==> src/rtl/seg_scan_decoder_if.sv <==
// rtl/seg_scan_decoder_if.sv - SEG/COM scan lines and decoded display results
interface seg_scan_decoder_if;
  logic [7:0] SEG;
  logic [1:0] COM;
  logic [3:0] Digit0;
  logic [3:0] Digit1;
  logic [1:0] DP;
  logic [1:0] Seg_Err;
  logic       Frame_Valid;
  logic       Blank;

  modport master (
    output SEG, COM,
    input  Digit0, Digit1, DP, Seg_Err, Frame_Valid, Blank
  );

  modport slave (
    input  SEG, COM,
    output Digit0, Digit1, DP, Seg_Err, Frame_Valid, Blank
  );
endinterface

==> src/rtl/seg_scan_decoder.sv <==
// rtl/seg_scan_decoder.sv - recovers two multiplexed seven-segment digits from SEG/COM scan lines
module seg_scan_decoder #(
  parameter int STABLE_CYCLES  = 16,
  parameter int TIMEOUT_CYCLES = 65535,
  parameter bit SEG_ACTIVE_LOW = 1'b1,
  parameter bit COM_ACTIVE_LOW = 1'b1
) (
  input logic             Sys_CLK,
  input logic             Sys_RST,
  seg_scan_decoder_if.slave bus
);

  localparam logic [7:0]  STABLE  = 8'(STABLE_CYCLES);
  localparam logic [15:0] TIMEOUT = 16'(TIMEOUT_CYCLES);

  logic [7:0]  seg_s1_q, seg_s1_d, seg_s2_q, seg_s2_d;
  logic [1:0]  com_s1_q, com_s1_d, com_s2_q, com_s2_d;
  logic [8:0]  prev_q, prev_d;
  logic [7:0]  run_q, run_d;
  logic [15:0] idle_q, idle_d;
  logic [1:0]  got_q, got_d;
  logic [3:0]  digit0_q, digit0_d, digit1_q, digit1_d;
  logic [1:0]  dp_q, dp_d, err_q, err_d;
  logic        frame_q, frame_d, blank_q, blank_d;

  logic [7:0]  seg_n;
  logic [1:0]  com_n;
  logic        sel_valid, sel, capture, hit;
  logic [3:0]  value;

  // Returns {hit, value} for an active-high {g..a} pattern.
  function automatic logic [4:0] decode(input logic [6:0] p);
    logic [4:0] r;
    r = 5'b0_0000;
    case (p)
      7'h3F: r = 5'h10;  7'h06: r = 5'h11;  7'h5B: r = 5'h12;  7'h4F: r = 5'h13;
      7'h66: r = 5'h14;  7'h6D: r = 5'h15;  7'h7D: r = 5'h16;  7'h07: r = 5'h17;
      7'h7F: r = 5'h18;  7'h6F: r = 5'h19;  7'h77: r = 5'h1A;  7'h7C: r = 5'h1B;
      7'h39: r = 5'h1C;  7'h5E: r = 5'h1D;  7'h79: r = 5'h1E;  7'h71: r = 5'h1F;
      default: r = 5'b0_0000;
    endcase
    return r;
  endfunction

  always_comb begin
    seg_s1_d  = bus.SEG;
    seg_s2_d  = seg_s1_q;
    com_s1_d  = bus.COM;
    com_s2_d  = com_s1_q;
    seg_n     = SEG_ACTIVE_LOW ? ~seg_s2_q : seg_s2_q;
    com_n     = COM_ACTIVE_LOW ? ~com_s2_q : com_s2_q;
    sel_valid = com_n[0] ^ com_n[1];
    sel       = com_n[1];
    {hit, value} = decode(seg_n[6:0]);

    prev_d   = prev_q;
    run_d    = run_q;
    capture  = 1'b0;
    idle_d   = idle_q;
    got_d    = got_q;
    digit0_d = digit0_q;
    digit1_d = digit1_q;
    dp_d     = dp_q;
    err_d    = err_q;
    blank_d  = blank_q;
    frame_d  = (got_q == 2'b11);

    // Capture only on the transition into STABLE so a held pattern fires once.
    if (!sel_valid) begin
      run_d = 8'd0;
    end else if ({sel, seg_n} == prev_q) begin
      if (run_q != STABLE) run_d = run_q + 8'd1;
      capture = (run_d == STABLE) && (run_q != STABLE);
    end else begin
      run_d   = 8'd1;
      prev_d  = {sel, seg_n};
      capture = (STABLE == 8'd1);
    end

    if (frame_d) got_d = 2'b00;

    if (capture) begin
      dp_d[sel]  = seg_n[7];
      err_d[sel] = ~hit;
      got_d[sel] = 1'b1;
      if (hit && !sel) digit0_d = value;
      if (hit && sel)  digit1_d = value;
      idle_d  = 16'd0;
      blank_d = 1'b0;
    end else begin
      if (idle_q != TIMEOUT) idle_d = idle_q + 16'd1;
      if (idle_d == TIMEOUT) begin
        blank_d = 1'b1;
        got_d   = 2'b00;
      end
    end
  end

  always_ff @(posedge Sys_CLK or negedge Sys_RST) begin
    if (!Sys_RST) begin
      seg_s1_q <= '0;
      seg_s2_q <= '0;
      com_s1_q <= '0;
      com_s2_q <= '0;
      prev_q   <= '0;
      run_q    <= '0;
      idle_q   <= '0;
      got_q    <= '0;
      digit0_q <= '0;
      digit1_q <= '0;
      dp_q     <= '0;
      err_q    <= '0;
      frame_q  <= 1'b0;
      blank_q  <= 1'b0;
    end else begin
      seg_s1_q <= seg_s1_d;
      seg_s2_q <= seg_s2_d;
      com_s1_q <= com_s1_d;
      com_s2_q <= com_s2_d;
      prev_q   <= prev_d;
      run_q    <= run_d;
      idle_q   <= idle_d;
      got_q    <= got_d;
      digit0_q <= digit0_d;
      digit1_q <= digit1_d;
      dp_q     <= dp_d;
      err_q    <= err_d;
      frame_q  <= frame_d;
      blank_q  <= blank_d;
    end
  end

  assign bus.Digit0      = digit0_q;
  assign bus.Digit1      = digit1_q;
  assign bus.DP          = dp_q;
  assign bus.Seg_Err     = err_q;
  assign bus.Frame_Valid = frame_q;
  assign bus.Blank       = blank_q;

endmodule
==> src/flat_wrapper.sv <==
// flat-port wrapper written by rule: the top's interface ports become plain ports
module seg_scan_decoder_flat 
#(
  parameter int STABLE_CYCLES  = 16,
  parameter int TIMEOUT_CYCLES = 65535,
  parameter bit SEG_ACTIVE_LOW = 1'b1,
  parameter bit COM_ACTIVE_LOW = 1'b1
)
  (Sys_CLK, Sys_RST, bus_SEG, bus_COM, bus_Digit0, bus_Digit1, bus_DP, bus_Seg_Err, bus_Frame_Valid, bus_Blank);
  seg_scan_decoder_if bus_i ();
  input logic Sys_CLK;
  input logic Sys_RST;
  input wire logic [$bits(bus_i.SEG)-1:0] bus_SEG;
  input wire logic [$bits(bus_i.COM)-1:0] bus_COM;
  output wire logic [$bits(bus_i.Digit0)-1:0] bus_Digit0;
  output wire logic [$bits(bus_i.Digit1)-1:0] bus_Digit1;
  output wire logic [$bits(bus_i.DP)-1:0] bus_DP;
  output wire logic [$bits(bus_i.Seg_Err)-1:0] bus_Seg_Err;
  output wire logic [$bits(bus_i.Frame_Valid)-1:0] bus_Frame_Valid;
  output wire logic [$bits(bus_i.Blank)-1:0] bus_Blank;
  assign bus_i.SEG = bus_SEG;
  assign bus_i.COM = bus_COM;
  assign bus_Digit0 = bus_i.Digit0;
  assign bus_Digit1 = bus_i.Digit1;
  assign bus_DP = bus_i.DP;
  assign bus_Seg_Err = bus_i.Seg_Err;
  assign bus_Frame_Valid = bus_i.Frame_Valid;
  assign bus_Blank = bus_i.Blank;
  seg_scan_decoder #(.STABLE_CYCLES(STABLE_CYCLES), .TIMEOUT_CYCLES(TIMEOUT_CYCLES), .SEG_ACTIVE_LOW(SEG_ACTIVE_LOW), .COM_ACTIVE_LOW(COM_ACTIVE_LOW)) u_core (.Sys_CLK(Sys_CLK), .Sys_RST(Sys_RST), .bus(bus_i));
endmodule
==> config.mk <==
export PLATFORM = sky130hd
export DESIGN_NAME = seg_scan_decoder_flat
export DESIGN_NICKNAME = d
export VERILOG_FILES = /design/src/rtl/seg_scan_decoder_if.sv /design/src/rtl/seg_scan_decoder.sv /design/src/flat_wrapper.sv
export SDC_FILE = /design/constraint.sdc
export NUM_CORES = 1
export LEC_CHECK = 0
export ABC_AREA = 1
export BUFFER_PORTS_ARGS = -buffer_cell sky130_fd_sc_hd__buf_2
export CORE_UTILIZATION = 60
export CTS_CLUSTER_DIAMETER = 60
export DETAILED_ROUTE_END_ITERATION = 8
export PLACE_DENSITY = 0.79
export SETUP_SLACK_MARGIN = 0.05
export SLEW_MARGIN = 20
export SYNTH_ARGS = -nofsm -noshare
export SYNTH_HDL_FRONTEND = slang
export SYNTH_SLANG_ARGS = --single-unit
==> constraint.sdc <==
create_clock -name Sys_CLK -period 2.3 [get_ports Sys_CLK]
set_input_delay 0.115 -clock Sys_CLK [delete_from_list [all_inputs] [get_ports Sys_CLK]]
set_output_delay 0.115 -clock Sys_CLK [all_outputs]
set_load 0.005 [all_outputs]
* Word level (Yosys, flattened, before mapping)
Index checks and enable logic that the tools add are counted.
Word-level totals: register bits after elaboration 69, output and inout bits 14, logic and storage cells 75
Operators by class: add/subtract/negate cells 2, $lt $le $gt $ge 2, eq/ne operators 22, muxes and demuxes 20, bitwise operators 6, reduce and logical (&&, ||, !) cells 9
Operators by type and width (count):
- 7-bit equality test, second input constant | 12
- 5-bit one-hot mux with 16 select lines | 1
- 16-bit 2-to-1 mux | 3
- 8-bit 2-to-1 mux | 5
- 16-bit by 1-bit adder with 16-bit output, second input constant | 1
- 16-bit equality test, second input constant | 1
- 16-bit != test, second input constant | 1
- 7-bit by 3-bit equality test with 1-bit output, second input constant | 2
- 7-bit by 6-bit equality test with 1-bit output, second input constant | 2
- 9-bit equality test | 1
- 8-bit by 1-bit adder with 8-bit output, second input constant | 1
- 8-bit by 5-bit equality test with 1-bit output, second input constant | 1
- 8-bit by 5-bit != test with 1-bit output, second input constant | 1
- 8-bit NOT | 1
- 2-bit 2-to-1 mux | 3
- 2-bit AND reduction | 3
- 1-bit 2-to-1 mux | 5
- 2-bit bitwise mux | 2
- 1-bit logical AND | 4
- 2-bit equality test, second input constant | 1
- 1-bit by 2-bit less-than comparator with 1-bit output, second input constant | 1
- 1-bit NOT | 2
- 2-bit NOT | 1
- 2-bit bitwise OR | 1
- other kinds (5) | 5

* Logic depth before layout (Yosys ltp)
word-level depth 12, depth in mapped cells 15, mapped depth without buffers 14

* Worst setup path before layout
OpenSTA, ideal clock, no wires.
path type reg2reg, start register u_core.run_q[0], end register u_core.dp_q[1] (netlist: u_core.bus.DP[1]), library setup time 0.117 ns, arrival 1.679 ns, path slack 0.503 ns, stages on the path, launching flop included 15, path buffers 1, clock period less this slack 1.797 ns, cell sequence dfrtp_1 > inv_1 > ha_1 > nand2_1 > nor2_1 > nand2_1 > nand2_1 > nand2_2 > nor2_4 > inv_2 > nor2_4 > buf_6 > nand2_2 > o21ai_1 > inv_1
Between the ends: cells in the longest elaborated chain, start to end 8, elaborated cells between the ends (all ways) 9, those cells by class 1 x add/sub; 2 x eq/ne; 5 x mux; 1 x reduce/logical
Ends and longest elaborated chain:
- start: declaration | line seg_scan_decoder.sv:19 | logic [7:0] run_q, run_d;
- start signal: assignment | line seg_scan_decoder.sv:121 | run_q <= run_d;
- 8-bit by 1-bit adder with 8-bit output / 8-bit by 5-bit != test with 1-bit output (equally long branches) | line seg_scan_decoder.sv:72, seg_scan_decoder.sv:73
- 8-bit 2-to-1 mux | line seg_scan_decoder.sv:72 | if (run_q != STABLE) run_d = run_q + 8'd1;
- 8-bit 2-to-1 mux | line seg_scan_decoder.sv:71 | end else if ({sel, seg_n} == prev_q) begin
- 8-bit 2-to-1 mux | line seg_scan_decoder.sv:69 | if (!sel_valid) begin
- 8-bit by 5-bit equality test with 1-bit output | line seg_scan_decoder.sv:73 | capture = (run_d == STABLE) && (run_q != STABLE);
- 1-bit logical AND (*) | line seg_scan_decoder.sv:73
- 1-bit 2-to-1 mux (*) | line seg_scan_decoder.sv:71
- 1-bit 2-to-1 mux (*) | line seg_scan_decoder.sv:69
- end signal: assignment | line seg_scan_decoder.sv:126 | dp_q <= dp_d;
- end: declaration | line seg_scan_decoder.sv:23 | logic [1:0] dp_q, dp_d, err_q, err_d;
Mark *: on every way between the ends. The rest lies on a longest branch, timed or not. The select of a mux whose other input is x is not followed. A chain may end at the register's enable or synchronous reset.

* Worst setup path in the final report
start register u_core.com_s2_q[1], end register u_core.err_q[1] (netlist: u_core.bus.Seg_Err[1])
Between the ends: cells in the longest elaborated chain, start to end 6, elaborated cells between the ends (all ways) 11, those cells by class 2 x order compare; 1 x eq/ne; 5 x mux; 2 x bitwise; 1 x reduce/logical
Ends and longest elaborated chain:
- start: declaration | line seg_scan_decoder.sv:17 | logic [1:0] com_s1_q, com_s1_d, com_s2_q, com_s2_d;
- start signal: assignment | line seg_scan_decoder.sv:119 | com_s2_q <= com_s2_d;
- 2-bit NOT (*) | line seg_scan_decoder.sv:51 | com_n = COM_ACTIVE_LOW ? ~com_s2_q : com_s2_q;
- 1-bit by 2-bit less-than comparator with 1-bit output (not written as such) / 1-bit greater-or-equal comparator (equally long branches) | line seg_scan_decoder.sv:84 | err_d[sel] = ~hit;
- 1-bit logical AND (not written as such) | line seg_scan_decoder.sv:84
- 1-bit 2-to-1 mux (not written as such) | line seg_scan_decoder.sv:84
- 1-bit demux with 1-bit select
- 2-bit bitwise mux | line seg_scan_decoder.sv:84
- end signal: assignment | line seg_scan_decoder.sv:127 | err_q <= err_d;
- end: declaration | line seg_scan_decoder.sv:23
Mark *: on every way between the ends. The rest lies on a longest branch, timed or not.

==> out/metrics.cfg <==
[critical_path]
cp_top_family=simple AND/OR/NAND/NOR gates
startpoint_type=register
crit_chain=inv_2 -> nand2_1 -> nand2_1 -> nor2_1 -> nand3_2 -> nor2_2 -> nand3_2 -> nor2_4 -> nand3_1 -> o21ai_1 -> inv_1
criticalPathCategory=register to register
required_ns=2.54
r2r_slack_ns=0.23
cp.arrival_ns=2.31
path_max_fanout=11
slowest_stage=dfrtp_1
path_buf_inv=2
cp-end-kind=register
critPathMaxStageDelay_ns=0.61

[grt]
antenna_found_initial=0
grt.met3_usage=0.0670
grt_pass1_vias=2879
grt_start_max_net_pins=39
grt_usage=0.264
gr-max-usage-layer=met2
grt_use_met2=0.446
grt_pass1_wl_mm=12.7
met1_usage=0.320
grt-ovfl-total=0

[layout]
layout-drive-gt1-share=0.143
antenna_cells=0
finalInstanceArea_um2=4170
nets=544
final_cell_mix=144 x nand2_1, 69 x dfrtp_1, 60 x nor2_1
final_util=0.704
area_growth_pct=13.0
mostFrequentLayoutCell=nand2_1

[timing]
hold-worst-slack_ns=0.349
finalClockSkew_ns=0.00851
hold_violations=0
rsz0062_at_grt=yes
period_share=0.899
tns_ns=0
period_needed_ns=2.07
setup_violations=0
maxSlewViolCount=0
tightest_slew_ns=0.711
max_clock_freq_mhz=484
max_slew_margin=0.526

[pwr]
p_int_mw=1.80
pwr-share-comb=0.077
power.total_mw=2.38
clkPwrFrac=0.381
powerDensity_nw_per_um2=572
p_sw_frac=0.246
p_switching_uw=587
p_leak_nw=2.16
seqPwrFrac=0.542
vdd_drop_max_uv=642

[clock_tree]
cts_buffers=9
htreeDepth=3
cts-root-buf=clkbuf_8
cts_tree=yes
clockBufferDepth=2
cts_num_sinks=69
clk_pin_slew_ns=0.07
insertion_delay_ns=0.35
post_cts_buffers=0

[die]
core.rowCount=28
core_um2=5920
dieArea_um2=6470
die_y_um=80.4
ios=26
die_w_um=80.4
initial_utilization=0.623

[drt]
dr.pass1.iters=5
dr_total_vias=3207
vias_per_cell=5.27
wl_per_cell_um=12.7
drt-initial-drc-count=245
totalWireLength_mm=7.71
antenna_left=0
drc_errors=0

[outcome]
status=finished, final reports clean

[yosys]
ys_warn_count=0
synth_cells=490
synth_fp_nets=505
synth-seq-cells=69
syn_avg_cell_area_um2=7.53
synth.distinct_cells=31
mappedNetlistArea_um2=3690
ys_seq_area_frac=0.468

[flow_run]
maxCapViolCount=0

[hold_path]
hold_path.class=register to register

[place]
placed_area_um2=3870
port_buffers=25
place_congestion=0.968
dp_hpwl_mm=5.44

[per-layer routing]
| layer | wire length, um | share of wire | vias to the layer above |
|---|---|---|---|
| met3 | 412 | 0.053 | 19 |
| met1 | 3340 | 0.43 | 1444 |
| met2 | 3790 | 0.49 | 112 |
| met4 | 170 | 0.022 | 0 |
| li1 | - | - | 1632 |
| met5 | 0 | 0 | - |
[power groups by stage]
stage	logic [mW]	clock network [mW]	registers (mW)
2_1_floorplan	0.127	0	1.30
3_3_place_gp	0.165	0	1.31
3_5_place_dp	0.170	0	1.31
4_1_cts	0.185	0.931	1.29
5_1_grt	0.211	0.961	1.30
6_report	0.184	0.908	1.29
[synthesized netlist by cell type (all sizes together)]
master,instances,area share
nor3,6,0.0081
or2,2,0.0034
nand3b,3,0.0061
o2111ai,1,0.0024
o21bai,3,0.0061
nand2,152,0.16
and2,1,0.0017
buf,10,0.018
nor4,2,0.0034
a21oi,18,0.024
xnor2,4,0.0095
o21ai,26,0.036
clkbuf,1,0.0014
nand4,17,0.031
nor2,68,0.079
xor2,6,0.014
nand3,35,0.054
ha,3,0.010
dfrtp,69,0.47
inv,63,0.064
[worst reg2reg max path, cell delays in order, from the launching register on]
cell and delay (ns):
dfrtp_1 0.61, inv_2 0.16, nand2_1 0.11, nand2_1 0.07, nor2_1 0.12, nand3_2 0.11, nor2_2 0.13, nand3_2 0.12
nor2_4 0.20, nand3_1 0.18, o21ai_1 0.12, inv_1 0.05
[per-stage QoR]
step / std cells / setup WS [ns]
floorplan: 490 / 0.503
CTS: 608 / 0.206
global placement: 582 / 0.305
finish: 608 / 0.233
detailed placement: 582 / 0.242
global route: 608 / 0.0490
[layout make-up]
class / instances / area, um^2
inverters: 63 / 239
fillers: 447 / 1750
clock buffers: 14 / 173
multi-input cells: 347 / 1660
well taps: 75 / 93.8
flip-flops and latches: 69 / 1730
clock inverters: 1 / 5.00
repair buffers: 39 / 270
[worst paths after layout]
kind / cells past startpoint / from / end
max in group asynchronous: 3 / Sys_RST / u_core.com_s1_q[0]$_DFF_PN0_
worst max register to register: 11 / u_core.com_s2_q[1]$_DFF_PN0_ / u_core.bus.Seg_Err[1]$_DFFE_PN0P_
worst max-delay path: 11 / u_core.com_s2_q[1]$_DFF_PN0_ / u_core.bus.Seg_Err[1]$_DFFE_PN0P_
min in group asynchronous: 2 / Sys_RST / u_core.bus.Digit0[2]$_DFFE_PN0P_
worst min register to register: 0 / u_core.seg_s1_q[5]$_DFF_PN0_ / u_core.seg_s2_q[5]$_DFF_PN0_
worst min-delay path: 0 / u_core.seg_s1_q[5]$_DFF_PN0_ / u_core.seg_s2_q[5]$_DFF_PN0_
[logic make-up after synthesis]
family,after synthesis,share of synthesized area
and+or+nand+nor,286,0.346
buffers and inverters,74,0.0834
DFF,69,0.468
AOI/OAI and AO/OA,48,0.0692
xor gates and xnor gates,10,0.0237
adders and majority gates,3,0.0102
[sequential cells by signal (all words and copies together) (netlist names), 4 cells and up]
register           flops
u_core.idle_q         16
u_core.bus.Digit0      4
u_core.prev_q          9
u_core.seg_s2_q        8
u_core.run_q           8
u_core.bus.Digit1      4
u_core.seg_s1_q        8
[timing repair]
item,4_1_cts,5_1_grt
hold endpoints to repair,41,0
setup endpoints to repair,0,24
hold buffers,11,0
resized for setup,0,5
(Power assumes the default switching activity.)
